## config.mk

```make
export PLATFORM = sky130hd
export DESIGN_NAME = cordic_phase_gen_flat
export DESIGN_NICKNAME = d
export VERILOG_FILES = /design/src/rtl/cordic_phase_gen_if.sv /design/src/rtl/cordic_phase_gen.sv /design/src/flat_wrapper.sv
export SDC_FILE = /design/constraint.sdc
export NUM_CORES = 1
export LEC_CHECK = 0
export ABC_AREA = 1
export BUFFER_PORTS_ARGS = -buffer_cell sky130_fd_sc_hd__buf_2
export CORE_MARGIN = 4
export CORE_UTILIZATION = 55
export DETAILED_ROUTE_END_ITERATION = 12
export PLACE_DENSITY = 0.7
export RECOVER_POWER = 100
export SYNTH_ARGS = -nofsm -noshare
export SYNTH_HDL_FRONTEND = slang
export SYNTH_SLANG_ARGS = --single-unit
```

## constraint.sdc

```tcl
create_clock -name clk -period 4.9 [get_ports clk]
set_input_delay 0.245 -clock clk [delete_from_list [all_inputs] [get_ports clk]]
set_output_delay 0.245 -clock clk [all_outputs]
set_load 0.01 [all_outputs]
```

## src/rtl/cordic_phase_gen_if.sv

```systemverilog
// cordic_phase_gen_if: control/sample bundle between a controller and the CORDIC phase generator
interface cordic_phase_gen_if #(parameter int PHASE_W = 32);
  logic en;
  logic phase_clr;
  logic fcw_wr;
  logic [PHASE_W-1:0] fcw_data;
  logic signed [15:0] z;
  logic z_valid;
  logic flip_d;
  logic valid_d;
  modport master(output en, phase_clr, fcw_wr, fcw_data, input z, z_valid, flip_d, valid_d);
  modport slave(input en, phase_clr, fcw_wr, fcw_data, output z, z_valid, flip_d, valid_d);
endinterface

```

## src/rtl/cordic_phase_gen.sv

```systemverilog
// cordic_phase_gen: NCO accumulator folding phase into [-pi/2, pi/2) as Q2.14 z for a pipelined CORDIC.
// Define CORDIC_PHASE_DITHER_EN to add LFSR phase dither before truncation.
module cordic_phase_gen #(
  parameter int PHASE_W = 32,
  parameter int LAT = 14
) (
  input logic clk,
  input logic rst,
  cordic_phase_gen_if.slave bus
);
  logic [PHASE_W-1:0] acc, fcw;
  logic [15:0] p;
  logic signed [15:0] ps;
  logic signed [31:0] prod;
  logic flip_n, flip;
  logic [LAT-1:0] vd, fd;
`ifdef CORDIC_PHASE_DITHER_EN
  logic [15:0] lfsr;
  logic [PHASE_W-1:0] acc_d;
  assign acc_d = acc + PHASE_W'(lfsr[PHASE_W-17:0]);
  assign p = acc_d[PHASE_W-1 -: 16];
  always_ff @(posedge clk or posedge rst)
    if (rst) lfsr <= 16'hACE1;
    else if (bus.en) lfsr <= {lfsr[14:0], lfsr[15] ^ lfsr[13] ^ lfsr[12] ^ lfsr[10]};
`else
  assign p = acc[PHASE_W-1 -: 16];
`endif
  // quadrants 1 and 2 are rotated by pi; the sign flip is undone on x/y downstream
  assign flip_n = p[15] ^ p[14];
  assign ps = $signed(flip_n ? p - 16'h8000 : p);
  assign prod = $signed({{16{ps[15]}}, ps}) * 32'sd25736 + 32'sd8192;
  always_ff @(posedge clk or posedge rst) begin
    if (rst) begin
      acc <= '0;
      fcw <= '0;
      bus.z <= '0;
      bus.z_valid <= 1'b0;
      flip <= 1'b0;
      vd <= '0;
      fd <= '0;
    end else begin
      if (bus.fcw_wr) fcw <= bus.fcw_data;
      if (bus.phase_clr) acc <= '0;
      else if (bus.en) acc <= acc + fcw;
      if (bus.en) begin
        bus.z <= 16'(prod >>> 14);
        flip <= flip_n;
      end
      bus.z_valid <= bus.en;
      vd <= {vd[LAT-2:0], bus.z_valid};
      fd <= {fd[LAT-2:0], flip};
    end
  end
  assign bus.valid_d = vd[LAT-1];
  assign bus.flip_d = fd[LAT-1];
endmodule

```

## src/flat_wrapper.sv

```systemverilog
// flat-port wrapper written by rule: the top's interface ports become plain ports
module cordic_phase_gen_flat 
#(
  parameter int PHASE_W = 32,
  parameter int LAT = 14
)
  (clk, rst, bus_en, bus_phase_clr, bus_fcw_wr, bus_fcw_data, bus_z, bus_z_valid, bus_flip_d, bus_valid_d);
  cordic_phase_gen_if #(.PHASE_W(PHASE_W)) bus_i ();
  input logic clk;
  input logic rst;
  input wire logic [$bits(bus_i.en)-1:0] bus_en;
  input wire logic [$bits(bus_i.phase_clr)-1:0] bus_phase_clr;
  input wire logic [$bits(bus_i.fcw_wr)-1:0] bus_fcw_wr;
  input wire logic [$bits(bus_i.fcw_data)-1:0] bus_fcw_data;
  output wire logic [$bits(bus_i.z)-1:0] bus_z;
  output wire logic [$bits(bus_i.z_valid)-1:0] bus_z_valid;
  output wire logic [$bits(bus_i.flip_d)-1:0] bus_flip_d;
  output wire logic [$bits(bus_i.valid_d)-1:0] bus_valid_d;
  assign bus_i.en = bus_en;
  assign bus_i.phase_clr = bus_phase_clr;
  assign bus_i.fcw_wr = bus_fcw_wr;
  assign bus_i.fcw_data = bus_fcw_data;
  assign bus_z = bus_i.z;
  assign bus_z_valid = bus_i.z_valid;
  assign bus_flip_d = bus_i.flip_d;
  assign bus_valid_d = bus_i.valid_d;
  cordic_phase_gen #(.PHASE_W(PHASE_W), .LAT(LAT)) u_core (.clk(clk), .rst(rst), .bus(bus_i));
endmodule
```

Word level (Yosys, flattened, before mapping):

Cells that the tools add are included.

* output and inout port bits: 19
* input port bits: 37
* bits in registers: 110
* logic and storage cells: 16

* muxes and demuxes: 3
* bitwise gates (word level): 1
* reduce and logical (&&, ||, !) cells: 1
* add/subtract/negate cells: 3
* $mul: 1

Operator list (count)
* $mux W32: 2
* $add A32 B32 Y32: 1
* $add A30 B15 Y30 const B: 1
* $mul A16 B13 Y27 const B: 1
* $mux W16: 1
* $sub A16 B16 Y16 const B: 1
* $reduce_bool A2 Y1: 1
* $xor A1 B1 Y1: 1

Longest topological paths before layout:

Gate-level depths: netlist (run 1).

* word-level depth: 4
* gate-level depth with buffers: 24

Worst setup path before layout (run 1):

Ideal clock, no wire load.

* path kind: register to register
* from: register u_core.acc[22]
* to: register u_core.bus.z[15]
* arrival: 4.152 ns
* path slack: 0.631 ns
* cell stages (with the launch flop): 21
* clock period less this slack: 4.269 ns
* path buffers: 0
* setup time: 0.117 ns
* path through: dfrtp_1 -> ha_1 -> fa_1 -> fa_1 -> inv_1 -> fa_1 -> inv_1 -> ha_1 -> ha_1 -> a21oi_1 -> o21ai_0 -> a21oi_1 -> nand2_1 -> nand2_1 -> nand2_2 -> nor2_4 -> nand3_1 -> nor2_2 -> nand3_1 -> nand3_1 -> nand2_1

* longest elaborated chain between the ends: 4

RTL lines
* from (decl): line cordic_phase_gen.sv:11 `logic [PHASE_W-1:0] acc, fcw;`
* from (signal assigned): line cordic_phase_gen.sv:44 `else if (bus.en) acc <= acc + fcw;`
* $sub A16 B16 Y16: line cordic_phase_gen.sv:30 `assign ps = $signed(flip_n ? p - 16'h8000 : p);`
* $mux W16 (*): line cordic_phase_gen.sv:30
* $mul A16 B13 Y27 (*): line cordic_phase_gen.sv:31 `assign prod = $signed({{16{ps[15]}}, ps}) * 32'sd25736 + 32'sd8192;`
* $add A30 B15 Y30 (*): line cordic_phase_gen.sv:31
* to (signal assigned): line cordic_phase_gen.sv:46 `bus.z <= 16'(prod >>> 14);`
* to (decl): line cordic_phase_gen_if.sv:12 `modport slave(input en, phase_clr, fcw_wr, fcw_data, output z, z_valid, flip_d, valid_d);`

Every way passes the cells marked *; elsewhere a longest branch is shown, timed or not.
A chain may end at the register's enable or synchronous reset.

Worst setup path in the final report (run 1):

* from: register u_core.acc[19]
* to: register u_core.bus.z[11]

The elaborated chain is that of the path after synthesis.

==> results of run 1 <==
==> layout make-up <==
type	count	area, um2	area share (%)
Timing Repair Buffer	67	329	3.35
Clock inverter	7	81.3	0.829
Clock buffer	9	225	2.29
Inverter	140	527	5.37
Multi-Input combinational cell	797	5630	57.3
Sequential cell	110	2760	28.1
Tap cell	216	270	2.75
==> synth_stat cells, drive strengths merged, types with 4 or more instances <==
| library cell | n |
|---|---|
| a21o | 7 |
| a21oi | 57 |
| a31oi | 5 |
| buf | 6 |
| clkbuf | 7 |
| dfrtp | 110 |
| fa | 35 |
| ha | 99 |
| inv | 140 |
| mux2 | 34 |
| nand2 | 251 |
| nand3 | 60 |
| nand3b | 9 |
| nand4 | 13 |
| nor2 | 69 |
| nor3 | 13 |
| nor4 | 4 |
| o21ai | 67 |
| o21bai | 6 |
| or2 | 9 |
| xnor2 | 18 |
| xor2 | 25 |
==> layout by cell type (no fill, tap or decap), types with 35 or more instances in the layout <==
cell type	n
buf_2	35
a21oi_1	50
dfrtp_1	106
nand3_1	55
ha_1	95
nor2_1	54
inv_1	137
fa_1	35
nand2_1	224
o21ai_0	61
==> flip-flops by register name, summed over array words and instances (netlist names) <==
name,flops
u_core.flip,1
u_core.bus.z_valid,1
u_core.fd,14
u_core.bus.z,16
u_core.vd,14
u_core.fcw,32
u_core.acc,32
==> worst paths after layout <==
kind | from | end | slack (ps) | cells after the start
setup / recovery | u_core.acc[19] | u_core.bus.z[11] | 250 | 18
hold / removal | bus_fcw_data[7] | u_core.fcw[7] | 110 | 2
setup reg to reg | u_core.acc[19] | u_core.bus.z[11] | 250 | 18
hold reg to reg | u_core.vd[1] | u_core.vd[2] | 350 | 0
max in group asynchronous | rst | u_core.fcw[30] | 1200 | 3
min in group asynchronous | rst | u_core.fd[13] | 660 | 2
==> kinds of logic after synthesis <==
kind of cell / count (synthesis) / share of synthesized area, %
AOI/OAI and AO/OA: 153 / 9.67
xor gates and xnor gates: 43 / 4.23
adders and majority gates: 134 / 21.8
buffers and inverters: 153 / 6.51
DFF: 110 / 30.9
muxes: 34 / 4.30
and+or+nand+nor: 433 / 22.7
==> power breakdown <==
part / switching (mW) / leakage, nW / total, mW / internal [mW]
logic: 3.00 / 3.53 / 4.72 / 1.72
clock network: 0.370 / 0.150 / 0.737 / 0.367
registers: 0.135 / 1.36 / 1.24 / 1.11
==> routing by layer <==
layer / GRT usage [%] / part of all wire [%] / up-vias
li1: - / - / 3621
met3: 3.01 / 3.5 / 31
met4: 6.38 / 2.1 / 0
met2: 36.8 / 46 / 121
met1: 30.1 / 48 / 3293
met5: 0 / 0 / -
==> critical path, delay by kind of cell, from the launching register on <==
family | cells | cell delay (ps)
compound gates | 1 | 190
flops | 1 | 470
simple gates | 11 | 1350
fa+ha+maj | 6 | 2530
==> through the flow <==
step                      setup WS, ps  hold slack [ps]  cells  utilization, %
after floorplan                    631              276   1060               -
after detailed placement          82.4              336   1330            59.8
after global routing              8.17              104   1346            61.8
after global placement             192              333   1330            59.8
after CTS                         65.5             56.9   1346            61.7
final                              247              108   1346            61.8
==> results.sh, run 1 <==
export IMPL_hp_class="input pin to register"
export IMPL_finish_instance_area_mm2=0.00982
export IMPL_synth_top_area_share_pct=30.9
export IMPL_synth_area_mm2=0.00891
export IMPL_yosys_top_cells_area="dfrtp_1, ha_1, nand2_1"
export IMPL_critical_path_arrival_ps=4910
export IMPL_grt_pass1_wl_um=32600
export IMPL_power_mw=6.70
export IMPL_outcome="complete, but fails checks"
export IMPL_cts_buffer_depth=2
export IMPL_drt_vias_per_instance=5.25
export IMPL_postCtsHoldBufs=0
export IMPL_drt_iter0_drc=307
export IMPL_worst_pin_slew_ps=2800
export IMPL_period_needed_ps=4650
export IMPL_dr_pass1_iters=5
export IMPL_cap_violations=3
export IMPL_fmax_mhz=215
export IMPL_track_usage_pct=22.0
export IMPL_postCtsSetupBuffers=0
export IMPL_wire_per_inst_um=14.2
export IMPL_post_cts_resized=0
export IMPL_max_stage_delay_ps=560
export IMPL_dpl_cell_area_mm2=0.00950
export IMPL_startpoint_type="register"
export IMPL_grt_antenna_before_repair=0
export IMPL_fill_cells=1457
export IMPL_clkTransAtPathRegs_ps=80
export IMPL_criticalPathCategory="register to register"
export IMPL_fp_coreArea_mm2=0.0159
export IMPL_root_buffer="clkbuf_16"
export IMPL_h_tree_depth=3
export IMPL_initial_core_util_pct=56.1
export IMPL_path_common_cell="nand2_1"
export IMPL_drcViolationCount=0
export IMPL_synthCells=1060
export IMPL_power_per_cell_area_mw_per_mm2=683
export IMPL_synth_ff_type="dfrtp_1"
export IMPL_grt_max_degree=67
export IMPL_syn_nets=1231
export IMPL_grt_pass1_vias=6928
export IMPL_ant_nets=0
export IMPL_cts_buffers=9
export IMPL_io_pins=56
export IMPL_yosysTopAreaCell="dfrtp_1"
export IMPL_vias=7066
export IMPL_area_growth_syn_to_layout_pct=10.1
export IMPL_synthDistinctLibCells=50
export IMPL_tritoncts="yes"
export IMPL_cp_slowest_cell="fa_1"
export IMPL_p_leak_nw=5.04
export IMPL_drv_slew=146
export IMPL_synth_avg_cell_area_um2=8.41
export IMPL_vdd_drop_max_mv=0.279
export IMPL_die_x_um=135
export IMPL_rsz0062_at_grt="no"
export IMPL_hold_violations=0
export IMPL_async_flop_share_pct=100
export IMPL_worst_path_max_fanout=5
export IMPL_path_cells="ha_1 -> fa_1 -> fa_1 -> fa_1 -> ha_1 -> ha_1 -> nand2_1 -> nand2_1 -> a21oi_2 -> nand3_2 -> nand2_1 -> nand2_2 -> nor3_4 -> nand4_1 -> nor2_2 -> nand3_1 -> nand3_1 -> nand2_1"
export IMPL_violations="capacitance limit, slew limit"
export IMPL_layout_drive_gt1_share_pct=15.2
export IMPL_ys_ff_latch=110
export IMPL_final_nets=1296
export IMPL_synth_edf_count=0
export IMPL_die_height_um=135
export IMPL_die_area_mm2=0.0183
export IMPL_cp_end_kind="register"
export IMPL_overflow=0
export IMPL_fp_row_count=46
export IMPL_yosysWarnings=0
export IMPL_place_hpwl_um=15600
export IMPL_tns_ps=0
export IMPL_slew_headroom_pct=-87.8
export IMPL_io_buffers=55
export IMPL_clk_latency_ps=360
export IMPL_setup_viol=0
export IMPL_seq_area_frac_synth_pct=30.9
export IMPL_skew_ps=11.2
export IMPL_min_period_over_period_pct=95.0
export IMPL_finalWirelength_um=19100
export IMPL_required_ps=5150
export IMPL_place_congestion=0.945
export IMPL_diodes=0
export IMPL_cts_sinks=110
No activity file was read; power rests on OpenSTA's default activity.
==> run 2, diff against run 1 <==
- BUFFER_PORTS_ARGS: -buffer_cell sky130_fd_sc_hd__buf_2 -> default
- DONT_BUFFER_PORTS: default -> 1
- PLACE_DENSITY: 0.7 -> 0.67
==> run 2 against run 1 <==
The run still ends with capacitance limit, slew limit left. Clock-buffer cell count unchanged. Sequential power increased by 3%. Register-to-register slack improved by 60 ps. Non-clock buffer count decreased by 49. Cell area decreased by 2.1%. Total power decreased by 0.61%. Global-route usage increased by 0.17 points. Critical path type unchanged. Critical endpoint is now u_core.bus.z[13]. Largest power group unchanged.
==> results.sh, run 2 (same netlist as run 1, synthesis figures left out) <==
export IMPL_cts_buffers=9
export IMPL_critical_path_arrival_ps=4850
export IMPL_period_needed_ps=4590
export IMPL_final_nets=1247
export IMPL_worst_path_buf_inv=1
export IMPL_cp_end_kind="register"
export IMPL_fp_coreArea_mm2=0.0159
export IMPL_power_mw=6.66
export IMPL_layout_drive_gt1_share_pct=12.8
export IMPL_grt_antenna_before_repair=0
export IMPL_wire_per_inst_um=14.7
export IMPL_met3_usage_pct=3.83
export IMPL_rsz0062_at_grt="no"
export IMPL_dpl_cell_area_mm2=0.00925
export IMPL_p_leak_nw=4.91
export IMPL_reg_largest_list="u_core.acc: 32 flops, u_core.fcw: 32 flops, u_core.bus.z: 16 flops"
export IMPL_violations="capacitance limit, slew limit"
export IMPL_mostFrequentLayoutCell="nand2_1"
export IMPL_skew_ps=11.2
export IMPL_startpoint_type="register"
export IMPL_track_usage_pct=22.2
export IMPL_overflow=0
export IMPL_outcome="complete, but fails checks"
export IMPL_ant_nets=0
export IMPL_setup_viol=0
export IMPL_fill_cells=1476
export IMPL_met2_usage_pct=36.3
export IMPL_slew_headroom_pct=-14.2
export IMPL_critical_path_top_delay_family="adder cells"
export IMPL_io_buffers=0
export IMPL_io_pins=56
export IMPL_grt_max_degree=74
export IMPL_place_congestion=0.891
export IMPL_vias=6879
export IMPL_path_cells="ha_1 -> fa_1 -> fa_1 -> fa_1 -> ha_1 -> ha_1 -> nand2_2 -> inv_2 -> a21oi_2 -> nand3_2 -> nand2_1 -> nand2_2 -> nor3_4 -> nand4_1 -> nor2_2 -> nand3_1 -> nand3_1 -> nand2_1"
export IMPL_tritoncts="yes"
export IMPL_drv_slew=113
export IMPL_rr_startpoint="u_core.acc[19]"
export IMPL_hold_violations=0
export IMPL_grt_util_met1_pct=30.6
export IMPL_final_cell_mix="nand2_1, inv_1, dfrtp_1, ha_1, o21ai_0"
export IMPL_area_growth_syn_to_layout_pct=7.79
export IMPL_grt_busiest_layer="met2"
export IMPL_clk_latency_ps=370
export IMPL_grt_pass1_wl_um=32800
export IMPL_die_height_um=135
export IMPL_startpoint="u_core.acc[19]"
export IMPL_drcViolationCount=0
export IMPL_cts_sinks=110
export IMPL_worst_path_max_fanout=5
export IMPL_fp_row_count=46
export IMPL_cts_buffer_depth=2
export IMPL_die_x_um=135
export IMPL_hp_class="input pin to register"
export IMPL_finish_instance_area_mm2=0.00961
export IMPL_power_per_cell_area_mw_per_mm2=693
export IMPL_grt_pass1_vias=6812
export IMPL_h_tree_depth=3
export IMPL_criticalPathCategory="register to register"
export IMPL_initial_core_util_pct=56.1
export IMPL_required_ps=5160
export IMPL_tns_ps=0
export IMPL_die_area_mm2=0.0183
export IMPL_worst_pin_slew_ps=1710
export IMPL_diodes=0
export IMPL_vdd_drop_max_mv=0.321
export IMPL_clkTransAtPathRegs_ps=80
export IMPL_finalWirelength_um=19000
export IMPL_dr_pass1_iters=7
export IMPL_cap_violations=2
export IMPL_root_buffer="clkbuf_16"
export IMPL_place_hpwl_um=15500
export IMPL_hp_start="bus_en"
export IMPL_cp_slowest_cell="fa_1"
export IMPL_drt_iter0_drc=277
export IMPL_drt_vias_per_instance=5.30
export IMPL_min_period_over_period_pct=93.7
export IMPL_fmax_mhz=218
export IMPL_max_stage_delay_ps=560
run 2: through the flow:
step           setup WS, ps  std cells  util (%)  hold slack (ps)
6_report                310       1297      60.5             15.0
5_1_grt                1.64       1297      60.5             4.60
2_1_floorplan           631       1060         -              276
3_3_place_gp            190       1278      58.2              162
4_1_cts                92.3       1296      60.3             4.44
3_5_place_dp            115       1278      58.2              163
run 2: routing by layer:
| layer | vias to the layer above | part of all wire (%) |
|---|---|---|
| li1 | 3518 | - |
| met1 | 3209 | 48 |
| met2 | 127 | 46 |
| met3 | 25 | 3.6 |
| met4 | 0 | 1.6 |
| met5 | - | 0 |
run 2: worst paths after layout:
check	cells past startpoint	slack, ps	end
setup reg to reg	18	310	u_core.bus.z[13]
hold / removal	2	20	u_core.bus.z[0]
min in group asynchronous	2	700	u_core.fcw[6]
max in group asynchronous	3	1790	u_core.acc[23]
hold reg to reg	0	350	u_core.vd[9]
setup / recovery	18	310	u_core.bus.z[13]
run 2: power by group:
group	internal [mW]	switching, mW	total (mW)
registers	1.11	0.171	1.28
logic	1.70	2.92	4.62
clock network	0.374	0.387	0.761
run 2: layout make-up:
| cell class | count | area (um2) | share of cell area (%) |
|---|---|---|---|
| multi-input cells | 797 | 5620 | 58.5 |
| clock buffers | 9 | 225 | 2.34 |
| well taps | 216 | 270 | 2.81 |
| clock inverters | 7 | 88.8 | 0.925 |
| repair buffers | 18 | 123 | 1.28 |
| flip-flops and latches | 110 | 2760 | 28.7 |
| inverters | 140 | 527 | 5.48 |
run 2: what timing repair did:
| item | 4_1_cts | 5_1_grt |
|---|---|---|
| hold endpoints to repair | 38 | 0 |
| hold buffers | 2 | 0 |
| setup endpoints to repair | 0 | 7 |
| resized for setup | 0 | 20 |
| setup buffers | 0 | 1 |
